==> config.mk <==
export PLATFORM = sky130hd
export DESIGN_NAME = spi_slave_engine
export DESIGN_NICKNAME = d
export VERILOG_FILES = /design/src/rtl/spi_slave_engine.sv
export SDC_FILE = /design/constraint.sdc
export NUM_CORES = 1
export LEC_CHECK = 0
export BUFFER_PORTS_ARGS = -buffer_cell sky130_fd_sc_hd__buf_2
export CORE_MARGIN = 3
export CORE_UTILIZATION = 45
export DETAILED_ROUTE_END_ITERATION = 16
export HOLD_SLACK_MARGIN = 0.02
export PLACE_DENSITY = 0.85
export SLEW_MARGIN = 20
export SYNTH_ARGS = -nofsm -noshare
export SYNTH_HDL_FRONTEND = slang
export SYNTH_SLANG_ARGS = --single-unit
==> constraint.sdc <==
create_clock -name clk_in -period 1.5 [get_ports clk_in]
set_input_delay 0.3 -clock clk_in [delete_from_list [all_inputs] [get_ports clk_in]]
set_output_delay 0.3 -clock clk_in [all_outputs]
set_load 0.01 [all_outputs]
==> src/rtl/spi_slave_engine.sv <==
// ---------------------------------------------------------------------------
// spi_slave_engine
//
// Mode-0 SPI slave running entirely in the clk_in domain. The SPI pins are
// brought in through 2-flop synchronizers and edges are found on the
// synchronized copies, so sclk must be at most clk_in/8.
//
// Parameters
//   CHAR_LEN   bits per character (8..32)
//   LSB_FIRST  0 = MSB first, 1 = LSB first (both directions)
//
// Ports
//   clk_in     system clock, rising edge
//   rst_in     asynchronous active-high reset
//   sclk       SPI clock from master (idle low)
//   mosi       SPI data from master
//   ss_n       slave select, active low
//   miso       SPI data to master, 0 while idle
//   tx_data    next character to transmit ([CHAR_LEN-1:0] used)
//   tx_load    one-cycle strobe, writes tx_data into the transmit buffer
//   rx_data    last received character, zero-extended
//   rx_valid   one-cycle pulse when rx_data has been updated
//   busy       high while a frame is in progress
//
// Optional feature (macro SPI_SLAVE_OVERRUN_EN)
//   rx_ack     input, acknowledges the current rx_data
//   rx_overrun sticky flag, set when a character completes while the
//              previous one is still unacknowledged; cleared by reset only
// ---------------------------------------------------------------------------
module spi_slave_engine #(
    parameter int CHAR_LEN  = 8,
    parameter bit LSB_FIRST = 1'b0
) (
    input  logic        clk_in,
    input  logic        rst_in,
    input  logic        sclk,
    input  logic        mosi,
    input  logic        ss_n,
    output logic        miso,
    input  logic [31:0] tx_data,
    input  logic        tx_load,
    output logic [31:0] rx_data,
    output logic        rx_valid,
`ifdef SPI_SLAVE_OVERRUN_EN
    input  logic        rx_ack,
    output logic        rx_overrun,
`endif
    output logic        busy
);

    localparam int CNT_W = $clog2(CHAR_LEN);
    localparam logic [CNT_W-1:0] LAST_BIT = CNT_W'(CHAR_LEN - 1);

    typedef enum logic {
        IDLE,
        SHIFT
    } state_t;

    state_t state, state_next;

    logic sclk_meta, sclk_sync, sclk_prev;
    logic ss_meta, ss_sync, ss_prev;
    logic mosi_meta, mosi_sync;
    logic [1:0] settle_cnt;

    logic [CHAR_LEN-1:0] tx_buf;
    logic [CHAR_LEN-1:0] tx_shift;
    logic [CHAR_LEN-1:0] rx_shift;
    logic [CNT_W-1:0]    bit_cnt;

    logic [CHAR_LEN-1:0] tx_next_char;
    logic [CHAR_LEN-1:0] tx_advance;
    logic [CHAR_LEN-1:0] rx_next;
    logic [31:0]         rx_ext;

    logic sync_ready, ss_fall, ss_rise, sclk_rise, sclk_fall;
    logic start_frame, active, char_done;
    logic tx_data_unused;

    // Only the low CHAR_LEN bits of tx_data are meaningful.
    assign tx_data_unused = ^tx_data;

    // Synchronizers for the three SPI inputs plus a one-cycle history for
    // edge detection. settle_cnt blocks the artificial ss_n falling edge
    // that appears while the chain flushes its reset values, so a frame
    // needs a genuine high-to-low transition after reset.
    always_ff @(posedge clk_in or posedge rst_in) begin
        if (rst_in) begin
            sclk_meta  <= 1'b0;
            sclk_sync  <= 1'b0;
            sclk_prev  <= 1'b0;
            ss_meta    <= 1'b1;
            ss_sync    <= 1'b1;
            ss_prev    <= 1'b1;
            mosi_meta  <= 1'b0;
            mosi_sync  <= 1'b0;
            settle_cnt <= 2'd0;
        end else begin
            sclk_meta <= sclk;
            sclk_sync <= sclk_meta;
            sclk_prev <= sclk_sync;
            ss_meta   <= ss_n;
            ss_sync   <= ss_meta;
            ss_prev   <= ss_sync;
            mosi_meta <= mosi;
            mosi_sync <= mosi_meta;
            if (settle_cnt != 2'd3) begin
                settle_cnt <= settle_cnt + 2'd1;
            end
        end
    end

    assign sync_ready = (settle_cnt == 2'd3);
    assign ss_fall    = ss_prev & ~ss_sync & sync_ready;
    assign ss_rise    = ~ss_prev & ss_sync;
    assign sclk_rise  = sclk_sync & ~sclk_prev;
    assign sclk_fall  = ~sclk_sync & sclk_prev;

    // A tx_load in the same cycle as a character load wins over tx_buf.
    assign tx_next_char = tx_load ? tx_data[CHAR_LEN-1:0] : tx_buf;

    assign start_frame = (state == IDLE) && ss_fall;
    assign active      = (state == SHIFT) && !ss_rise;
    assign char_done   = active && sclk_rise && (bit_cnt == LAST_BIT);

    // Shift-direction dependent next values for both shift registers and the
    // zero-extended view of the character that is about to complete.
    always_comb begin
        if (LSB_FIRST) begin
            rx_next    = {mosi_sync, rx_shift[CHAR_LEN-1:1]};
            tx_advance = {1'b0, tx_shift[CHAR_LEN-1:1]};
        end else begin
            rx_next    = {rx_shift[CHAR_LEN-2:0], mosi_sync};
            tx_advance = {tx_shift[CHAR_LEN-2:0], 1'b0};
        end
        rx_ext                 = '0;
        rx_ext[CHAR_LEN-1:0]   = rx_next;
    end

    // State register.
    always_ff @(posedge clk_in or posedge rst_in) begin
        if (rst_in) begin
            state <= IDLE;
        end else begin
            state <= state_next;
        end
    end

    // Frame framing is driven purely by slave select.
    always_comb begin
        state_next = state;
        case (state)
            IDLE:    if (ss_fall) state_next = SHIFT;
            SHIFT:   if (ss_rise) state_next = IDLE;
            default: state_next = IDLE;
        endcase
    end

    // Datapath: receive on sclk rising edges, transmit advance on falling
    // edges. A falling edge with the counter back at zero marks the start of
    // the next character, so the transmit register is reloaded instead of
    // shifted, giving gapless back-to-back characters.
    always_ff @(posedge clk_in or posedge rst_in) begin
        if (rst_in) begin
            tx_buf   <= '0;
            tx_shift <= '0;
            rx_shift <= '0;
            bit_cnt  <= '0;
            rx_data  <= '0;
            rx_valid <= 1'b0;
        end else begin
            rx_valid <= 1'b0;
            if (tx_load) begin
                tx_buf <= tx_data[CHAR_LEN-1:0];
            end
            if (start_frame) begin
                tx_shift <= tx_next_char;
                rx_shift <= '0;
                bit_cnt  <= '0;
            end else if (active) begin
                if (sclk_rise) begin
                    rx_shift <= rx_next;
                    if (bit_cnt == LAST_BIT) begin
                        bit_cnt  <= '0;
                        rx_data  <= rx_ext;
                        rx_valid <= 1'b1;
                    end else begin
                        bit_cnt <= bit_cnt + CNT_W'(1);
                    end
                end
                if (sclk_fall) begin
                    if (bit_cnt == '0) begin
                        tx_shift <= tx_next_char;
                    end else begin
                        tx_shift <= tx_advance;
                    end
                end
            end
        end
    end

`ifdef SPI_SLAVE_OVERRUN_EN
    logic rx_pending;

    // rx_pending tracks an unacknowledged character; an ack arriving in the
    // same cycle as a completion counts as acknowledging the old one.
    always_ff @(posedge clk_in or posedge rst_in) begin
        if (rst_in) begin
            rx_pending <= 1'b0;
            rx_overrun <= 1'b0;
        end else if (char_done) begin
            if (rx_pending && !rx_ack) begin
                rx_overrun <= 1'b1;
            end
            rx_pending <= 1'b1;
        end else if (rx_ack) begin
            rx_pending <= 1'b0;
        end
    end
`endif

    assign busy = (state == SHIFT);
    assign miso = (state == SHIFT) ? (LSB_FIRST ? tx_shift[0] : tx_shift[CHAR_LEN-1]) : 1'b0;

endmodule

==> reports/metrics.yaml, run 1 <==
post_synth_num_cell_types: 30
cts.sinks: 46
yosys_warnings: 0
detail_route.vias_per_cell: 5.30
dpl_worst_slack_ns: -0.0441
hold_violations: 0
synth_seq_area_share: 0.525
grt.met2_usage: 0.238
cts_buffers: 5
grt_pass1_wl_um: 6330
cp_data_required_time_ns: 1.69
grt.total_usage: 0.148
drt_iter0_markers: 203
cts_clock_pin_slew_for_the_worst_setup_and_hold_paths_ns: 0.09
final.setup.worst_slack_ns: 0.0386
power.net_switching_mw: 0.884
critical_path.endpoint_type: "register"
postRouteWirelength_um: 4320
crit_path_max_fanout: 5
min_path_type: "in2reg"
timing.final.max_slew_violations: 0
mapped_avg_cell_area_um2: 11.6
final.setup_skew_ns: 0.00658
synth-async-reset-ratio: 1.00
arrival_ns: 1.65
antenna_found_initial: 0
first_global_vias: 1373
total_drc_errors_in_the_routed_layout: 0
worst-slew-pin-transition_ns: 0.645
synth_largest_type_area_fraction: 0.489
most_instantiated_library_cell_after_synthesis: "dfrtp_1"
finalSetupViolCount: 0
areaGrowthSynthToFinish_pct: 16.9
wire_per_inst_um: 14.7
fin_crit_sh: 0.974
drive_above_1_share: 0.360
crit_family: "adder cells"
tritoncts: "yes"
grt-ovfl-total: 0
synthesized_area_um2: 2200
gp_routability_congestion: 0.804
dp.final_hpwl_um: 2730
max-cap-violations: 0
ys.flop_type: "dfrtp_1"
rsz0062_at_grt: "yes"
cts-htree-levels: 2
final_antenna_net_count: 0
floorplan.core_area_um2: 4530
ys_top_cells_by_count: "dfrtp_1, buf_4, a21oi_1, mux2_2, o31ai_1"
chipWidth_um: 75.9
nFillCells: 382
design.portCount: 73
timing.critical_path.slowest_stage_cell: "dfrtp_1"
synth_top_area_cell: "dfrtp_1"
numPortBuffers: 24
worst_path_largest_cell_delay_ns: 0.41
nets: 270
grt.met3_usage: 0.0435
groute.layer.met1.usage: 0.184
ir_worst_vdd_mv: 0.419
post-route-min-period_ns: 1.46
synth-edff-count: 0
grt_max_degree: 24
max-clock-path-buffers: 2
switching_share: 0.287
final.setup.tns_ns: 0
total_leakage_power_nw: 1.21
combPwrFrac: 0.218
run_status: "complete, no violations"
synth.ff_latch_count: 46
antenna_cells_inserted: 0
share_clk_of_total_power: 0.293
hold-worst-slack_ns: 0.0962
power_frac_seq: 0.489
internal_power_mw: 2.20
drt_first_pass_iters: 4
totalPowerFinal_mw: 3.08
crit_type: "reg2reg"
start_util: 0.485
num_rows: 24
worstPathCellList: "ha_1 > ha_2 > nand4_4 > mux2_2"
max_slew_margin: 0.567
cts.root.buffer_cell: "clkbuf_8"
die_h_um: 75.9
max_clock_freq_mhz: 684
post_synth_main_area_contributors: "dfrtp_1, mux2_2, buf_4, o31ai_1, a21oi_1"
clkLatencyLatePin_ns: 0.30
die_area_um2: 5760
timing.critical_path.buf_inv: 0
cells_after_synth: 189
via_count: 1554
busiest_metal_layer_after_global_routing: "met2"
p_per_cell_area_nw_per_um2: 1200
worst_setup_path_start_kind: "register"
==> per-layer routing <==
layer / vias up / wire length (um)
met5: - / 0
met4: 0 / 74
met2: 71 / 2100
met1: 758 / 1850
met3: 8 / 297
li1: 717 / -
==> layout make-up <==
type / count / area, um^2 / share of cell area
clock inverter: 3 / 40.0 / 0.0156
tap: 65 / 81.3 / 0.0316
multi-input combinational: 124 / 905 / 0.352
inverter: 6 / 22.5 / 0.00876
clock buffer: 5 / 68.8 / 0.0268
sequential: 46 / 1160 / 0.450
timing repair buffer: 44 / 297 / 0.115
==> repair_timing <==
item / 4_1_cts / 5_1_grt
gates resized for setup: 1 / 11
setup buffers: 0 / 2
hold buffers: 1 / 0
endpoints found under the setup margin: 9 / 16
gates cloned: 0 / 1
endpoints found under the hold margin: 12 / 0
pin swaps: 1 / 4
==> power by group through the flow <==
stage / Sequential [mW] / Clock [mW] / Combinational, mW
3_3_place_gp: 1.51 / 0 / 0.597
6_report: 1.51 / 0.904 / 0.673
5_1_grt: 1.53 / 0.969 / 0.759
2_1_floorplan: 1.50 / 0 / 0.488
3_5_place_dp: 1.52 / 0 / 0.622
4_1_cts: 1.49 / 0.920 / 0.630
==> cell usage in the layout (no fill, tap or decap), types with 5 or more instances in the layout <==
| cell type | Yosys | layout |
|---|---|---|
| nand4_1 | 10 | 10 |
| mux2_2 | 17 | 17 |
| buf_4 | 24 | 15 |
| o31ai_1 | 17 | 17 |
| buf_2 | 4 | 24 |
| conb_1 | 1 | 24 |
| a21oi_1 | 17 | 17 |
| dfrtp_1 | 43 | 42 |
| o311ai_0 | 7 | 7 |
| nor3_1 | 7 | 6 |
| clkbuf_8 | 0 | 5 |
==> cells by family after synthesis <==
kind of cell    count (synthesis)  share of synthesized area
simple gates                   31                     0.0922
buf+inv                        43                      0.124
other cells                     1                    0.00171
compound gates                 44                      0.133
flops                          46                      0.525
fa+ha+maj                       5                     0.0285
mux                            18                     0.0916
xor+xnor                        1                    0.00398
==> path summary, 6_finish.rpt <==
| path | start | end | slack, ns | cells past startpoint |
|---|---|---|---|---|
| max | bit_cnt[0] | rx_data[3] | 0.04 | 4 |
| min | ss_n | ss_meta | 0.1 | 1 |
| max reg2reg | bit_cnt[0] | rx_data[3] | 0.04 | 4 |
| min reg2reg | sclk_meta | sclk_sync | 0.35 | 0 |
| max in group asynchronous | rst_in | rx_shift[3] | 0.45 | 4 |
| min in group asynchronous | rst_in | bit_cnt[2] | 0.55 | 3 |
==> state kept, by name, summed over array words and instances, names as in the netlist, 2 cells and up <==
signal and cells:
rx_data 8, tx_buf 8, tx_shift 8, rx_shift 7, bit_cnt 3, settle_cnt 2
==> per-stage QoR <==
step,instances,cell area (um^2),util
floorplan,212,2280,-
global placement,281,2380,0.524
detailed placement,281,2380,0.524
CTS,290,2500,0.552
global route,293,2570,0.567
finish,293,2570,0.567
No activity file was read; power rests on OpenSTA's default activity.
==> run 2, diff against run 1 <==
--- a/config.mk
+++ b/config.mk
@@ -5,12 +5,13 @@
 export SDC_FILE = /design/constraint.sdc
 export NUM_CORES = 1
 export LEC_CHECK = 0
+export ABC_AREA = 1
 export BUFFER_PORTS_ARGS = -buffer_cell sky130_fd_sc_hd__buf_2
 export CORE_MARGIN = 3
 export CORE_UTILIZATION = 45
 export DETAILED_ROUTE_END_ITERATION = 16
 export HOLD_SLACK_MARGIN = 0.02
-export PLACE_DENSITY = 0.85
+export PLACE_DENSITY = 0.86
 export SLEW_MARGIN = 20
 export SYNTH_ARGS = -nofsm -noshare
 export SYNTH_HDL_FRONTEND = slang
==> reports/metrics.yaml, run 2 <==
chipWidth_um: 74.9  # was 75.9 um
final_core_utilization: 0.530  # was 0.567
first_global_vias: 1324  # was 1373
cts.root.buffer_cell: "clkbuf_8"  # unchanged
cts_buffers: 5  # unchanged
drt_first_pass_iters: 4  # unchanged
antenna_found_initial: 0  # unchanged
nets: 309  # was 270
synth.ff_latch_count: 46  # unchanged
layout.cells.most_common: "nand2_1"  # was dfrtp_1
finish.instance_area_um2: 2370  # was 2570 um^2
layout.cells.most_common_list: "nand2_1, dfrtp_1, inv_1"  # was dfrtp_1, conb_1, buf_2
post_synth_num_cell_types: 21  # was 30
cells_after_synth: 235  # was 189
grt.total_usage: 0.131  # was 0.148
cts_clock_pin_slew_for_the_worst_setup_and_hold_paths_ns: 0.08  # was 0.09 ns
switching_share: 0.297  # was 0.287
postRouteWirelength_um: 3620  # was 4320 um
grt_max_degree: 47  # was 24
placed_cells_incl_taps: 308  # was 281
areaGrowthSynthToFinish_pct: 10.9  # was 16.9%
internal_power_mw: 2.10  # was 2.20 mW
gp_routability_congestion: 0.795  # was 0.804
max_clock_freq_mhz: 718  # was 684 MHz
reg_top3: "rx_data x8, tx_buf x8, tx_shift x8"  # unchanged
synth-async-reset-ratio: 1.00  # unchanged
hold_violations: 0  # unchanged
total_drc_errors_in_the_routed_layout: 0  # unchanged
drt_iter0_markers: 102  # was 203
share_clk_of_total_power: 0.303  # was 0.293
max-cap-violations: 0  # unchanged
nFillCells: 385  # was 382
power.net_switching_mw: 0.890  # was 0.884 mW
synth-edff-count: 0  # unchanged
clkLatencyLatePin_ns: 0.31  # was 0.30 ns
final_antenna_net_count: 0  # unchanged
num_rows: 24  # unchanged
min_path_type: "in2async"  # was in2reg
numPortBuffers: 24  # unchanged
p_per_cell_area_nw_per_um2: 1260  # was 1200 nW/um^2
synthesized_area_um2: 2140  # was 2200 um^2
crit_path_max_fanout: 8  # was 5
die_area_um2: 5610  # was 5760 um^2
dp.final_hpwl_um: 2400  # was 2730 um
post-route-min-period_ns: 1.39  # was 1.46 ns
final.setup_skew_ns: 0.00553  # was 0.00658 ns
design.portCount: 73  # unchanged
cts.sinks: 46  # unchanged
start_util: 0.478  # was 0.485
critical_path.endpoint_type: "register"  # unchanged
via_count: 1502  # was 1554
arrival_ns: 1.60  # was 1.65 ns
synth_seq_area_share: 0.540  # was 0.525
finalSetupViolCount: 0  # unchanged
synth_largest_type_area_fraction: 0.504  # was 0.489
ir_worst_vdd_mv: 0.924  # was 0.419 mV
cp_data_required_time_ns: 1.71  # was 1.69 ns
final.setup.tns_ns: 0  # unchanged
run_status: "complete, no violations"  # unchanged
yosys_warnings: 0  # unchanged
tritoncts: "yes"  # unchanged
grt-ovfl-total: 0  # unchanged
combPwrFrac: 0.194  # was 0.218
grt_pass1_wl_um: 5580  # was 6330 um
synth_top_area_cell: "dfrtp_1"  # unchanged
detail_route.vias_per_cell: 4.71  # was 5.30
most_instantiated_library_cell_after_synthesis: "nand2_1"  # was dfrtp_1
postCtsHoldBufs: 0  # was 1
crit_type: "reg2reg"  # unchanged
post_synth_main_area_contributors: "dfrtp_1, nand2_1, buf_4, nand3_1, inv_1"  # was dfrtp_1, mux2_2, buf_4, o31ai_1, a21oi_1
drive_above_1_share: 0.195  # was 0.360
worst_setup_path_start_kind: "register"  # unchanged
mapped_avg_cell_area_um2: 9.09  # was 11.6 um^2
ys_top_cells_by_count: "nand2_1, dfrtp_1, inv_1"  # was dfrtp_1, buf_4, a21oi_1, mux2_2, o31ai_1
fin_crit_sh: 0.929  # was 0.974
wire_per_inst_um: 11.3  # was 14.7 um
max-clock-path-buffers: 2  # unchanged
final_cells: 319  # was 293
timing.final.max_slew_violations: 0  # unchanged
antenna_cells_inserted: 0  # unchanged
ys.flop_type: "dfrtp_1"  # unchanged
power_frac_seq: 0.503  # was 0.489
floorplan.core_area_um2: 4470  # was 4530 um^2
place_area_um2: 2220  # was 2380 um^2
die_h_um: 74.9  # was 75.9 um
cts-htree-levels: 2  # unchanged
total_leakage_power_nw: 1.31  # was 1.21 nW
## run 2: final cells by class
cell class	count	area, um^2	share of cell area
sequential	46	1150	0.487
multi-input combinational	153	763	0.322
timing repair buffer	27	155	0.0654
inverter	33	124	0.0522
clock buffer	5	68.8	0.0290
tap	52	65.1	0.0274
clock inverter	3	40.0	0.0169
## run 2: cell families after synthesis
family,share of synthesized area
other,0.00175
and+or+nand+nor,0.224
buffers and inverters,0.153
muxes,0.00527
DFF,0.540
adders and majority gates,0.0293
xor gates and xnor gates,0.00410
AOI/OAI and AO/OA,0.0422
## run 2: routing by layer
layer,part of all wire,up-vias,global-route usage
met5,0,-,0
met4,0.021,0,0.0711
met3,0.048,8,0.0320
met2,0.49,37,0.224
met1,0.44,708,0.151
li1,-,749,-
## run 2: worst max-delay path, stage by stage, from the launching register on
cell and delay, ns:
dfstp_2 0.54, inv_1 0.04, nand2_1 0.13, nand2_2 0.13, nor2_4 0.22, nand2_4 0.11, nand2_1 0.08, nand2_1 0.05
## run 2: final timing paths
path | start | to | slack (ns) | cells past startpoint
setup / recovery | ss_prev | rx_data[5] | 0.11 | 7
hold / removal | rst_in | rx_data[0] | 0.01 | 3
setup reg to reg | ss_prev | rx_data[5] | 0.11 | 7
hold reg to reg | sclk_meta | sclk_sync | 0.35 | 0
max in group asynchronous | rst_in | ss_sync | 1.20 | 3
min in group clk_in | ss_n | ss_meta | 0.09 | 1
## run 2: power by group through the flow
stage / Combinational (mW) / Sequential, mW / Clock, mW
after global routing: 0.679 / 1.53 / 0.962
after global placement: 0.524 / 1.52 / 0
after detailed placement: 0.555 / 1.53 / 0
after CTS: 0.556 / 1.50 / 0.931
after floorplan: 0.476 / 1.51 / 0
final: 0.582 / 1.51 / 0.906
## run 2: what timing repair did
action / CTS / global route
gates resized for setup: 0 / 4
setup buffers: 0 / 2
endpoints found under the setup margin: 0 / 22
## run 2: metrics by stage
step | worst slack, ns | total power [mW] | hold WS [ns]
global route | -0.00906 | 3.17 | 0.0492
CTS | 0.00166 | 2.99 | 0.0286
global placement | 0.0980 | 2.04 | 0.335
floorplan | 0.117 | 1.98 | 0.304
finish | 0.107 | 2.99 | 0.0105
detailed placement | 0.0610 | 2.08 | 0.335
